## config.mk

```make
export PLATFORM = sky130hd
export DESIGN_NAME = seg7_scan
export DESIGN_NICKNAME = d
export VERILOG_FILES = /design/src/rtl/seg7_pkg.sv /design/src/rtl/bcd_to_seg7.sv /design/src/rtl/seg7_scan.sv
export SDC_FILE = /design/constraint.sdc
export NUM_CORES = 1
export LEC_CHECK = 0
export ABC_AREA = 1
export ABC_CLOCK_PERIOD_IN_PS = 4700
export CAP_MARGIN = 15
export CORE_MARGIN = 4
export CORE_UTILIZATION = 50
export DETAILED_ROUTE_END_ITERATION = 7
export PLACE_DENSITY_LB_ADDON = 0.05
export SLEW_MARGIN = 0
export SYNTH_ARGS = -nofsm -noshare
export SYNTH_HDL_FRONTEND = slang
export SYNTH_HIERARCHICAL = 1
export SYNTH_SLANG_ARGS = --single-unit
```

## constraint.sdc

```tcl
create_clock -name clk_100kHz -period 4.7 [get_ports clk_100kHz]
set_clock_uncertainty 0.2 [all_clocks]
set_input_delay 0.94 -clock clk_100kHz [delete_from_list [all_inputs] [get_ports clk_100kHz]]
set_output_delay 0.94 -clock clk_100kHz [all_outputs]
set_load 0.005 [all_outputs]
```

## src/rtl/seg7_pkg.sv

```systemverilog
// seg7_pkg: shared constants for the seven-segment scanner
package seg7_pkg;
  localparam int NUM_DIGITS = 8;
  // Segment patterns are active-high, ordered {g,f,e,d,c,b,a}
  localparam logic [6:0] SEG_0    = 7'h3F;
  localparam logic [6:0] SEG_1    = 7'h06;
  localparam logic [6:0] SEG_2    = 7'h5B;
  localparam logic [6:0] SEG_3    = 7'h4F;
  localparam logic [6:0] SEG_4    = 7'h66;
  localparam logic [6:0] SEG_5    = 7'h6D;
  localparam logic [6:0] SEG_6    = 7'h7D;
  localparam logic [6:0] SEG_7    = 7'h07;
  localparam logic [6:0] SEG_8    = 7'h7F;
  localparam logic [6:0] SEG_9    = 7'h6F;
  localparam logic [6:0] SEG_DASH = 7'h40;
  localparam logic [1:0] ST_LOAD  = 2'd0;
  localparam logic [1:0] ST_BLANK = 2'd1;
  localparam logic [1:0] ST_SHOW  = 2'd2;
endpackage

```

## src/rtl/bcd_to_seg7.sv

```systemverilog
// bcd_to_seg7: BCD digit to active-high segment pattern; illegal codes show a dash
module bcd_to_seg7
  import seg7_pkg::*;
(
  input  logic [3:0] i_bcd,
  output logic [6:0] o_seg
);
  always_comb begin
    case (i_bcd)
      4'd0:    o_seg = SEG_0;
      4'd1:    o_seg = SEG_1;
      4'd2:    o_seg = SEG_2;
      4'd3:    o_seg = SEG_3;
      4'd4:    o_seg = SEG_4;
      4'd5:    o_seg = SEG_5;
      4'd6:    o_seg = SEG_6;
      4'd7:    o_seg = SEG_7;
      4'd8:    o_seg = SEG_8;
      4'd9:    o_seg = SEG_9;
      default: o_seg = SEG_DASH;
    endcase
  end
endmodule

```

## src/rtl/seg7_scan.sv

```systemverilog
// seg7_scan: 8-digit multiplexed seven-segment driver with per-frame input snapshot
// and an anti-ghosting blank at the start of every digit slot.
module seg7_scan
  import seg7_pkg::*;
#(
  parameter int SCAN_DIV       = 100,
  parameter int BLANK_CYCLES   = 2,
  parameter int SEG_ACTIVE_LOW = 1,
  parameter int AN_ACTIVE_LOW  = 1
) (
  input  logic       clk_100kHz,
  input  logic       rst,
  input  logic [3:0] bcd0,
  input  logic [3:0] bcd1,
  input  logic [3:0] bcd2,
  input  logic [3:0] bcd3,
  input  logic [3:0] bcd4,
  input  logic [3:0] bcd5,
  input  logic [3:0] bcd6,
  input  logic [3:0] bcd7,
  input  logic [7:0] en,
  input  logic [7:0] dp,
  output logic [7:0] an,
  output logic [6:0] seg,
  output logic       seg_dp,
  output logic       frame_tick
);
  localparam logic [15:0] SLOT_LAST  = 16'(SCAN_DIV - 1);
  localparam logic [15:0] BLANK_LAST = 16'((BLANK_CYCLES == 0) ? 0 : BLANK_CYCLES - 1);
  localparam logic [1:0]  ST_FIRST   = (BLANK_CYCLES == 0) ? ST_SHOW : ST_BLANK;
  localparam logic        SEG_INV    = SEG_ACTIVE_LOW != 0;
  localparam logic        AN_INV     = AN_ACTIVE_LOW != 0;

  logic [1:0]  r_state;
  logic [2:0]  r_idx;
  logic [15:0] r_cnt;
  logic [3:0]  r_bcd [NUM_DIGITS];
  logic [7:0]  r_en;
  logic [7:0]  r_dp;
  logic        w_slot_end;
  logic [6:0]  w_pat;
  logic [7:0]  w_an;
  logic [6:0]  w_seg;
  logic        w_dp;

  bcd_to_seg7 u_dec (.i_bcd(r_bcd[r_idx]), .o_seg(w_pat));

  assign w_slot_end = (r_state == ST_SHOW) && (r_cnt == SLOT_LAST);
  assign w_an       = (r_state == ST_SHOW && r_en[r_idx]) ? 8'd1 << r_idx : 8'd0;
  assign w_seg      = (r_state == ST_LOAD) ? 7'd0 : w_pat;
  assign w_dp       = (r_state == ST_SHOW) && r_dp[r_idx];

  always_ff @(posedge clk_100kHz or posedge rst) begin
    if (rst) begin
      r_state <= ST_LOAD;
      r_idx   <= '0;
      r_cnt   <= '0;
      r_bcd   <= '{default: '0};
      r_en    <= '0;
      r_dp    <= '0;
    end else if (r_state == ST_LOAD) begin
      r_bcd   <= '{bcd0, bcd1, bcd2, bcd3, bcd4, bcd5, bcd6, bcd7};
      r_en    <= en;
      r_dp    <= dp;
      r_cnt   <= '0;
      r_state <= ST_FIRST;
    end else if (w_slot_end) begin
      r_cnt   <= '0;
      r_idx   <= r_idx + 3'd1;
      r_state <= (r_idx == 3'(NUM_DIGITS - 1)) ? ST_LOAD : ST_FIRST;
    end else begin
      r_cnt   <= r_cnt + 16'd1;
      if (r_state == ST_BLANK && r_cnt == BLANK_LAST) r_state <= ST_SHOW;
    end
  end

  // Outputs lag the FSM by one cycle so every pin comes straight from a flop
  always_ff @(posedge clk_100kHz or posedge rst) begin
    if (rst) begin
      an         <= {8{AN_INV}};
      seg        <= {7{SEG_INV}};
      seg_dp     <= SEG_INV;
      frame_tick <= 1'b0;
    end else begin
      an         <= w_an ^ {8{AN_INV}};
      seg        <= w_seg ^ {7{SEG_INV}};
      seg_dp     <= w_dp ^ SEG_INV;
      frame_tick <= r_state == ST_LOAD;
    end
  end
endmodule

```

Yosys cells after proc, flatten, opt, wreduce, memory -nomap -nowiden. Memory sizes are Yosys's and may differ from the RTL's. Cells that the tools add are included.

Bits of input ports: 50. Logic and storage cells: 55. Memories kept: 1. Bits in read-only memories: 112. Output and inout bits: 17. Latch bits: 0. RAM bits: 0. Flip-flop bits (word level): 86.

Memory list: (no name shown) (words 16, width 7, rd ports 1, clocked after memory_dff 0, wr ports 0, RTL line bcd_to_seg7.sv:9) `case (i_bcd)`.

Multiply operators: 0. Bitwise operators: 5. Reductions and logical operators: 7. Shift-type cells: 1. Div/mod/pow operators: 0. Equality and inequality tests: 5. Magnitude comparators: 2. Multiplexer cells: 15. Add/subtract/negate cells: 2.

Operators with widths (number): $mux 16 (2); $add 16x1->16 const B (1); $eq 16x1->1 const B (1); $eq 16x7->1 const B (1); $bmux 4 s3 (1); $mux 4 (2); $mux 8 (1); $not 8->8 (1); $shl 1x3->8 const A (1); $mux 7 (1); $not 7->7 (1); $bmux 1 s3 (2); $mux 2 (3); $ge 4x4->1 const B (1); $logic_and 1x1->1 (4); $lt 3x4->1 const B (1); $not 3->4 (1); $add 3x1->3 const B (1); $eq 3x3->1 const B (1); $mux 1 (3); $reduce_bool 3->1 (1); $eq 2x1->1 const B (1); $eq 2x2->1 const B (1); $logic_not 2->1 (1); other kinds (2) (3).

Longest topological paths before layout. Gate-level depths: netlist (run 1). An unclocked memory read counts as a cell.

Depth after elaboration: 7. Depth in mapped cells: 15.

Modules after synthesis. The synthesis (run 1) kept the hierarchy.

By module, submodules not included: seg7_scan (cells each 495, sequential area each 2172.1 um^2, times used 1, area each 4060.1 um^2); bcd_to_seg7 (cells each 36, sequential area each 0.0 um^2, times used 1, area each 192.7 um^2).

Worst setup path before layout (run 1). OpenSTA, ideal clock, no wires.

Path type: register to register. Start point: reg r_idx[0]. End point: reg seg[3]. Clock period less this slack: 2.001 ns. Buffers on the path: 2. Data arrival time: 1.723 ns. Library setup time: 0.078 ns. Stages on the path, launching flop included: 15. Slack: 2.699 ns. Required time: 4.422 ns. Cell sequence: dfrtp_1 buf_4 buf_6 a21oi_1 o21ai_0 o21ai_0 nand2_1 nand2_1 inv_1 ha_1 nand2_1 nand2_1 nand2_1 nand2_1 nand2_1.

Word-level cells in the longest chain between the ends: 7.

Ends and longest elaborated chain: from (decl) (RTL line seg7_scan.sv:35) `logic [2:0] r_idx;`; from (signal assigned) (RTL line seg7_scan.sv:69) `r_idx <= r_idx + 3'd1;`; $not 3->4 (implied by the code) (RTL line seg7_scan.sv:46) `bcd_to_seg7 u_dec (.i_bcd(r_bcd[r_idx]), .o_seg(w_pat));`; $bmux 4 s3 (RTL line seg7_scan.sv:46); $mux 4 (implied by the code) (2 in a row) (RTL line seg7_scan.sv:46); $mem_v2 16x7; via w_pat[3] (RTL line seg7_scan.sv:41) `logic [6:0] w_pat;`; $mux 7 (RTL line seg7_scan.sv:50) `assign w_seg = (r_state == ST_LOAD) ? 7'd0 : w_pat;`; $not 7->7 (no line); to (signal assigned) (RTL line seg7_scan.sv:81) `seg <= {7{SEG_INV}};`; to (signal assigned) (RTL line seg7_scan.sv:86) `seg <= w_seg ^ {7{SEG_INV}};`; to (decl) (RTL line seg7_scan.sv:24) `output logic [6:0] seg,`.

The timed path passes the listed nets, and every way through them passes these cells. The select of a mux whose other input is x is not followed. A chain may end at the register's enable or synchronous reset.

Worst setup path after layout (run 1). Ends and elaborated chain as after synthesis.

==> impl_metrics.xml, run 1 <==
<?xml version="1.0" encoding="UTF-8"?>
<metrics>
  <group name="die">
    <metric name="die_w" unit="um">100</metric>
    <metric name="placementRows" unit="">33</metric>
    <metric name="fp.dieArea" unit="sq um">10000</metric>
    <metric name="dieHeight" unit="um">100</metric>
    <metric name="floorplan.core_area" unit="sq um">8260</metric>
    <metric name="pin_count" unit="">67</metric>
    <metric name="floorplan.initialDensity" unit="%">51.5</metric>
  </group>
  <group name="pwr">
    <metric name="power.leakage" unit="nW">2.40</metric>
    <metric name="vdd.ir_drop.worst" unit="mV">0.167</metric>
    <metric name="net_switching_power" unit="mW">0.328</metric>
    <metric name="switching_share" unit="%">22.5</metric>
    <metric name="comb_power_share" unit="%">7.9</metric>
    <metric name="power_report.internal_total" unit="mW">1.13</metric>
    <metric name="power_density" unit="nW/um^2">281</metric>
    <metric name="share_seq_of_total_power" unit="%">53.5</metric>
    <metric name="share_clk_of_total_power" unit="%">38.6</metric>
  </group>
  <group name="worst_hold_path">
    <metric name="hp-class" unit="">reg2reg</metric>
  </group>
  <group name="drt">
    <metric name="detail_route.wl_per_cell" unit="um">12.8</metric>
    <metric name="firstDrtPassIters" unit="">5</metric>
    <metric name="route.detailed.vias_per_inst" unit="">4.89</metric>
    <metric name="final_antenna_net_count" unit="">0</metric>
    <metric name="drt_iter0_drc" unit="">209</metric>
    <metric name="drcViolationCount" unit="">0</metric>
    <metric name="vias" unit="">3436</metric>
    <metric name="routed_wl" unit="um">8960</metric>
  </group>
  <group name="place">
    <metric name="dp.final_hpwl" unit="um">6350</metric>
    <metric name="place_congestion" unit="">0.815</metric>
    <metric name="place_area" unit="sq um">4960</metric>
    <metric name="place.port_buffers" unit="">66</metric>
    <metric name="post-place-ws" unit="ns">2.03</metric>
  </group>
  <group name="outcome">
    <metric name="run_status" unit="">finished, final reports clean</metric>
  </group>
  <group name="synthesis">
    <metric name="synth_top_cell_by_area" unit="">dfrtp_1</metric>
    <metric name="postSynthNetCount" unit="">595</metric>
    <metric name="number_of_warnings_reported_in_the_yosys_synthesis_log" unit="">6</metric>
    <metric name="synth_top_cell_area_share" unit="%">41.2</metric>
    <metric name="list_of_most_frequent_post_synthesis_cells" unit="">nand2_1 (187), dfrtp_1 (70), inv_1 (51), o21ai_0 (50), nor2_1 (46)</metric>
    <metric name="synth-edff-count" unit="">0</metric>
    <metric name="netlist_area_pre_place" unit="sq um">4250</metric>
    <metric name="postSynthCellCount" unit="">531</metric>
    <metric name="synth.top_cells.by_area" unit="">dfrtp_1 (41%), nand2_1 (17%), dfstp_2 (9.9%), o21ai_0 (5.9%), inv_1 (4.5%)</metric>
    <metric name="ys_dominant_reg_cell" unit="">dfrtp_1</metric>
    <metric name="yosys.cell_count.top_type" unit="">nand2_1</metric>
    <metric name="number_of_library_cell_types_mapped_by_synthesis" unit="">25</metric>
    <metric name="synth_seq_area_share" unit="%">51.1</metric>
    <metric name="postSynthRegisterBits" unit="">86</metric>
    <metric name="post_synthesis_mean_instance_area" unit="sq um">8.01</metric>
    <metric name="proportion_of_synthesized_flip_flops_having_asynchronous_set_or_reset" unit="%">100</metric>
  </group>
  <group name="flow_run">
    <metric name="timing.max_cap.violations" unit="">0</metric>
  </group>
  <group name="finish">
    <metric name="insertedDiodeCount" unit="">0</metric>
    <metric name="finish.net_count" unit="">656</metric>
    <metric name="area_delta_synth_final" unit="%">22.4</metric>
    <metric name="final_cell_area" unit="sq um">5210</metric>
    <metric name="drive_gt1_share" unit="%">9.21</metric>
    <metric name="post_layout_util" unit="%">63.1</metric>
  </group>
  <group name="timing">
    <metric name="min_period" unit="ns">2.52</metric>
    <metric name="hold_ws" unit="ns">0.272</metric>
    <metric name="setup_viol" unit="">0</metric>
    <metric name="final_hold_viol_count" unit="">0</metric>
    <metric name="highest_clock_frequency_the_design_can_meet" unit="GHz">0.397</metric>
    <metric name="worst_slew_margin_rel" unit="%">52.2</metric>
    <metric name="setup_ws" unit="ns">2.18</metric>
    <metric name="max_slew.worst_pin.slew" unit="ns">0.716</metric>
    <metric name="period_share" unit="%">53.6</metric>
    <metric name="unrepaired_setup_endpoints_after_global_routing" unit="">no</metric>
    <metric name="final_max_slew_viol_count" unit="">0</metric>
    <metric name="total_negative_setup_slacks" unit="ns">0</metric>
  </group>
  <group name="cts">
    <metric name="cts_tree" unit="">built</metric>
    <metric name="post_cts_resized" unit="">0</metric>
    <metric name="worst_skew_pair.late_latency" unit="ns">0.36</metric>
    <metric name="clk_pin_slew_worst_paths" unit="ns">0.09</metric>
    <metric name="cts_buffer_depth" unit="">2</metric>
    <metric name="clock-root-buffer" unit="">clkbuf_8</metric>
    <metric name="number_of_hold_buffers_added_after_cts" unit="">0</metric>
    <metric name="post-cts-setup-buffers" unit="">0</metric>
    <metric name="cts_htree_levels" unit="">3</metric>
    <metric name="cts_made_buffers" unit="">9</metric>
    <metric name="tritoncts_sinks" unit="">86</metric>
  </group>
  <group name="setup_path">
    <metric name="end_kind" unit="">register</metric>
    <metric name="cp.required" unit="ns">4.77</metric>
    <metric name="worst_ep_arrival_time" unit="ns">2.58</metric>
    <metric name="critical_path_class" unit="">reg2reg</metric>
    <metric name="setup.worst_path.start_class" unit="">register</metric>
    <metric name="timing.critical_path.fanout_max" unit="">18</metric>
  </group>
  <group name="grt">
    <metric name="grt.total_usage" unit="%">18.8</metric>
    <metric name="grt_max_degree" unit="">69</metric>
    <metric name="globalRouteOverflowTotal" unit="">0</metric>
    <metric name="first_global_vias" unit="">3234</metric>
    <metric name="grt_pass1_wl" unit="um">15100</metric>
    <metric name="initial_antenna_violation_count" unit="">0</metric>
  </group>
</metrics>
## flip-flops by register name, indices dropped and copies added, names as in the netlist
signal	cells
an	8
frame_tick	1
r_bcd	32
r_cnt	16
r_dp	8
r_en	8
r_idx	3
r_state	2
seg	7
seg_dp	1
## placed cells by master, fill, tap and decap left out, types with 5 or more instances in the layout
cell / instances
inv_1: 50
nand3_1: 17
o21ai_0: 50
nand4_1: 14
dfrtp_1: 70
nand2_1: 187
a21oi_1: 12
nand2_2: 8
nor2_4: 5
dfstp_2: 16
clkbuf_8: 9
nor2_1: 45
clkdlybuf4s50_1: 66
ha_1: 14
## path summary, 6_finish.rpt
kind,slack [ns],start,depth (start not counted),end
min in group asynchronous,0.66,rst,2,r_dp[0]
max in group asynchronous,2.76,rst,4,r_bcd[31]
max,2.18,r_idx[0],12,seg[3]
min,0.27,r_bcd[15],2,r_bcd[15]
max reg2reg,2.18,r_idx[0],12,seg[3]
min reg2reg,0.27,r_bcd[15],2,r_bcd[15]
## layout make-up
class	count	area [sq um]
Sequential cell	86	2170
Fill cell	752	3050
Clock inverter	6	87.6
Clock buffer	10	128
Inverter	54	204
Tap cell	105	131
Timing Repair Buffer	70	711
Multi-Input combinational cell	371	1770
## layer usage
metal / vias to the layer above / part of all wire [%] / GRT usage [%]
li1: 1779 / - / -
met1: 1570 / 49 / 27.5
met2: 72 / 44 / 27.8
met3: 15 / 4.9 / 3.27
met4: 0 / 1.8 / 7.46
met5: - / 0 / 0
## cells by family (layout without fill, tap and decap cells)
kind of cell | after synthesis | in the layout | share of synthesized area [%]
XOR/XNOR | 5 | 5 | 1.03
AO/OA/AOI/OAI | 72 | 72 | 8.88
buffers and inverters | 74 | 140 | 7.38
flip-flops | 86 | 86 | 51.1
AND/OR/NAND/NOR | 280 | 280 | 27.5
adder cells (fa/ha/maj) | 14 | 14 | 4.12
## through the flow
stage	cells	power [mW]
6_report	702	1.46
5_1_grt	702	1.52
4_1_cts	701	1.47
3_5_place_dp	685	0.910
3_3_place_gp	685	0.908
2_1_floorplan	531	0.840
## critical path: stages (launching register included)
cell and delay [ns]:
dfrtp_1 0.53, inv_1 0.42, nor2_1 0.07, o21ai_0 0.25, nand2_1 0.09, nand2_1 0.14, inv_1 0.12, ha_1 0.29
nand2_1 0.06, nand2_1 0.08, nand2_1 0.05, nand2_1 0.07, nand2_1 0.06
## power by group through the flow
stage	Clock [mW]	Combinational [mW]	Sequential, mW
4_1_cts	0.574	0.115	0.782
5_1_grt	0.603	0.131	0.784
3_5_place_dp	0	0.114	0.796
3_3_place_gp	0	0.112	0.795
2_1_floorplan	0	0.0467	0.793
6_report	0.564	0.116	0.781
(Power assumes the default switching activity.)
==> inputs of run 2 (changes only) <==
--- a/config.mk
+++ b/config.mk
@@ -6,10 +6,10 @@
 export NUM_CORES = 1
 export LEC_CHECK = 0
 export ABC_AREA = 1
-export ABC_CLOCK_PERIOD_IN_PS = 4700
+export ABC_CLOCK_PERIOD_IN_PS = 2280
 export CAP_MARGIN = 15
 export CORE_MARGIN = 4
-export CORE_UTILIZATION = 50
+export CORE_UTILIZATION = 49
 export DETAILED_ROUTE_END_ITERATION = 7
 export PLACE_DENSITY_LB_ADDON = 0.05
 export SLEW_MARGIN = 0
==> constraint.sdc (replaced) <==
create_clock -name clk_100kHz -period 2.28 [get_ports clk_100kHz]
set_clock_uncertainty 0.2 [all_clocks]
set_input_delay 0.456 -clock clk_100kHz [delete_from_list [all_inputs] [get_ports clk_100kHz]]
set_output_delay 0.456 -clock clk_100kHz [all_outputs]
set_load 0.005 [all_outputs]
==> impl_metrics.xml, run 2 (synthesis gave the netlist of run 1 again) <==
<?xml version="1.0" encoding="UTF-8"?>
<metrics>
  <group name="cts">
    <metric name="cts_buffer_depth" unit="">2</metric>
    <metric name="cts_tree" unit="">built</metric>
    <metric name="clock-root-buffer" unit="">clkbuf_8</metric>
    <metric name="number_of_hold_buffers_added_after_cts" unit="">0</metric>
    <metric name="worst_skew_pair.late_latency" unit="ns">0.35</metric>
    <metric name="tritoncts_sinks" unit="">86</metric>
    <metric name="clk_pin_slew_worst_paths" unit="ns">0.08</metric>
    <metric name="cts_htree_levels" unit="">3</metric>
    <metric name="cts_made_buffers" unit="">9</metric>
  </group>
  <group name="pwr">
    <metric name="switching_share" unit="%">21.6</metric>
    <metric name="power.leakage" unit="nW">2.44</metric>
    <metric name="report.power.total" unit="mW">3.02</metric>
    <metric name="power_report.internal_total" unit="mW">2.36</metric>
    <metric name="share_clk_of_total_power" unit="%">38.7</metric>
    <metric name="net_switching_power" unit="mW">0.652</metric>
    <metric name="vdd.ir_drop.worst" unit="mV">0.230</metric>
    <metric name="power_density" unit="nW/um^2">574</metric>
    <metric name="comb_power_share" unit="%">7.9</metric>
    <metric name="share_seq_of_total_power" unit="%">53.5</metric>
  </group>
  <group name="die">
    <metric name="pin_count" unit="">67</metric>
    <metric name="floorplan.core_area" unit="sq um">8340</metric>
    <metric name="floorplan.initialDensity" unit="%">51.0</metric>
    <metric name="fp.dieArea" unit="sq um">10200</metric>
    <metric name="dieHeight" unit="um">101</metric>
    <metric name="die_w" unit="um">101</metric>
    <metric name="placementRows" unit="">33</metric>
  </group>
  <group name="setup_path">
    <metric name="end_kind" unit="">register</metric>
    <metric name="timing.critical_path.fanout_max" unit="">10</metric>
    <metric name="critical_path.reg2reg.startpoint" unit="">r_idx[0]</metric>
    <metric name="worst_path_most_repeated_cell" unit="">nand2_1</metric>
    <metric name="critical-path-max-stage-delay" unit="ns">0.40</metric>
    <metric name="cp.required" unit="ns">2.34</metric>
    <metric name="setup.worst_path.start_class" unit="">register</metric>
    <metric name="crit_slowest_cell" unit="">dfrtp_1</metric>
    <metric name="rrSetupSlack" unit="ns">0.21</metric>
    <metric name="critical_path_class" unit="">reg2reg</metric>
    <metric name="critical_path.cell_chain" unit="">buf_4 -&gt; inv_4 -&gt; nor2_1 -&gt; o21ai_0 -&gt; nand2_1 -&gt; nand2_2 -&gt; inv_1 -&gt; ha_1 -&gt; nand2_1 -&gt; nand2_1 -&gt; nand2_1 -&gt; nand2_1 -&gt; nand2_1</metric>
    <metric name="worst_ep_arrival_time" unit="ns">2.13</metric>
    <metric name="destination_of_the_worst_register_to_register_timing_path" unit="">seg[3]</metric>
    <metric name="timing.reg2reg.worst_path_depth" unit="">13</metric>
  </group>
  <group name="finish">
    <metric name="fill_cells" unit="">734</metric>
    <metric name="largest_registers" unit="">r_bcd: 32 flops, r_cnt: 16 flops</metric>
    <metric name="number_of_flip_flops_under_the_largest_register_name" unit="">32</metric>
    <metric name="drive_gt1_share" unit="%">10.6</metric>
    <metric name="insertedDiodeCount" unit="">0</metric>
    <metric name="layout.cells.most_common" unit="">nand2_1</metric>
    <metric name="largest_register" unit="">r_bcd</metric>
    <metric name="finish.net_count" unit="">661</metric>
    <metric name="final_cell_mix" unit="">nand2_1 (185), dfrtp_1 (69), clkdlybuf4s50_1 (66)</metric>
    <metric name="area_delta_synth_final" unit="%">23.6</metric>
    <metric name="final_cell_area" unit="sq um">5260</metric>
  </group>
  <group name="outcome">
    <metric name="run_status" unit="">finished, final reports clean</metric>
  </group>
  <group name="worst_hold_path">
    <metric name="number_of_cells_traversed_by_the_worst_hold_path" unit="">2</metric>
    <metric name="worstHoldEndpoint" unit="">r_bcd[5]</metric>
    <metric name="hold_path_startpoint" unit="">r_bcd[5]</metric>
    <metric name="hp-class" unit="">reg2reg</metric>
  </group>
  <group name="place">
    <metric name="post-place-ws" unit="ns">0.101</metric>
    <metric name="place_area" unit="sq um">5020</metric>
    <metric name="dp.final_hpwl" unit="um">6420</metric>
    <metric name="place.port_buffers" unit="">66</metric>
    <metric name="place_congestion" unit="">0.874</metric>
  </group>
  <group name="grt">
    <metric name="grt_max_degree" unit="">87</metric>
    <metric name="grt.total_usage" unit="%">18.6</metric>
    <metric name="grt_pass1_wl" unit="um">15300</metric>
    <metric name="first_global_vias" unit="">3234</metric>
    <metric name="initial_antenna_violation_count" unit="">0</metric>
    <metric name="globalRouteOverflowTotal" unit="">0</metric>
  </group>
  <group name="timing">
    <metric name="setup_ws" unit="ns">0.210</metric>
    <metric name="worst_slew_margin_rel" unit="%">51.0</metric>
    <metric name="final_hold_viol_count" unit="">0</metric>
    <metric name="min_period" unit="ns">2.07</metric>
    <metric name="hold_ws" unit="ns">0.273</metric>
    <metric name="total_negative_setup_slacks" unit="ns">0</metric>
    <metric name="max_slew.worst_pin.slew" unit="ns">0.735</metric>
    <metric name="period_share" unit="%">90.8</metric>
    <metric name="final_max_slew_viol_count" unit="">0</metric>
    <metric name="highest_clock_frequency_the_design_can_meet" unit="GHz">0.483</metric>
    <metric name="unrepaired_setup_endpoints_after_global_routing" unit="">no</metric>
    <metric name="setup_viol" unit="">0</metric>
  </group>
  <group name="drt">
    <metric name="final_antenna_net_count" unit="">0</metric>
    <metric name="firstDrtPassIters" unit="">4</metric>
    <metric name="drcViolationCount" unit="">0</metric>
    <metric name="routed_wl" unit="um">9100</metric>
    <metric name="drt_iter0_drc" unit="">118</metric>
    <metric name="route.detailed.vias_per_inst" unit="">4.89</metric>
    <metric name="detail_route.wl_per_cell" unit="um">12.9</metric>
    <metric name="vias" unit="">3459</metric>
  </group>
  <group name="flow_run">
    <metric name="timing.max_cap.violations" unit="">0</metric>
  </group>
</metrics>
run 2: cell types whose count changed in the layout (fill, tap and decap cells not counted), moves of 2 or more:
cell,previous run,this run
nand2_2,8,10
nand2_1,187,185
clkinvlp_4,3,1
buf_4,3,7
run 2: worst max-delay path by stage:
stage	end	startpoint	depth (start not counted)
finish	seg[3]	r_idx[0]	13
global route	seg[3]	r_idx[0]	13
CTS	seg[3]	r_idx[1]	11
detailed placement	seg[3]	r_idx[1]	11
global placement	seg[3]	r_idx[1]	11
floorplan	seg[3]	r_idx[0]	14
run 2: power by group through the flow:
stage	sequential [mW]	combinational [mW]	clock, mW
global route	1.62	0.269	1.25
floorplan	1.63	0.0967	0
finish	1.61	0.237	1.17
detailed placement	1.64	0.239	0
CTS	1.61	0.241	1.19
global placement	1.64	0.235	0
run 2: what timing repair did:
| action | in CTS | in global routing |
|---|---|---|
| hold endpoints to repair | 0 | 0 |
| buffers inserted | 0 | 1 |
| gates resized for setup | 0 | 8 |
| endpoints found under the setup margin | 0 | 6 |
run 2: critical path, delay by kind of cell, from the launching register on:
kind / cells / cell delay [ns]
and+or+nand+nor: 8 / 0.56
DFF: 1 / 0.40
AOI/OAI and AO/OA: 1 / 0.19
buffers and inverters: 3 / 0.35
adders and majority gates: 1 / 0.28
run 2: final cells by class:
cell class | instances | area (sq um) | share of cell area [%]
multi-input combinational | 371 | 1780 | 33.9
timing repair buffer | 75 | 744 | 14.2
clock inverter | 4 | 70.1 | 1.33
inverter | 54 | 209 | 3.98
clock buffer | 12 | 145 | 2.76
tap | 105 | 131 | 2.50
sequential | 86 | 2170 | 41.3
run 2: per-stage QoR:
stage	cells	util, %
2_1_floorplan	531	-
5_1_grt	707	63.0
4_1_cts	706	62.7
3_3_place_gp	690	60.2
6_report	707	63.0
3_5_place_dp	690	60.2
run 2: routing by layer:
metal / GRT usage [%] / up-vias / wire length, um
met3: 2.48 / 9 / 418
met1: 26.8 / 1585 / 4390
li1: - / 1791 / -
met2: 29.0 / 74 / 4170
met5: 0 / - / 0
met4: 6.85 / 0 / 125
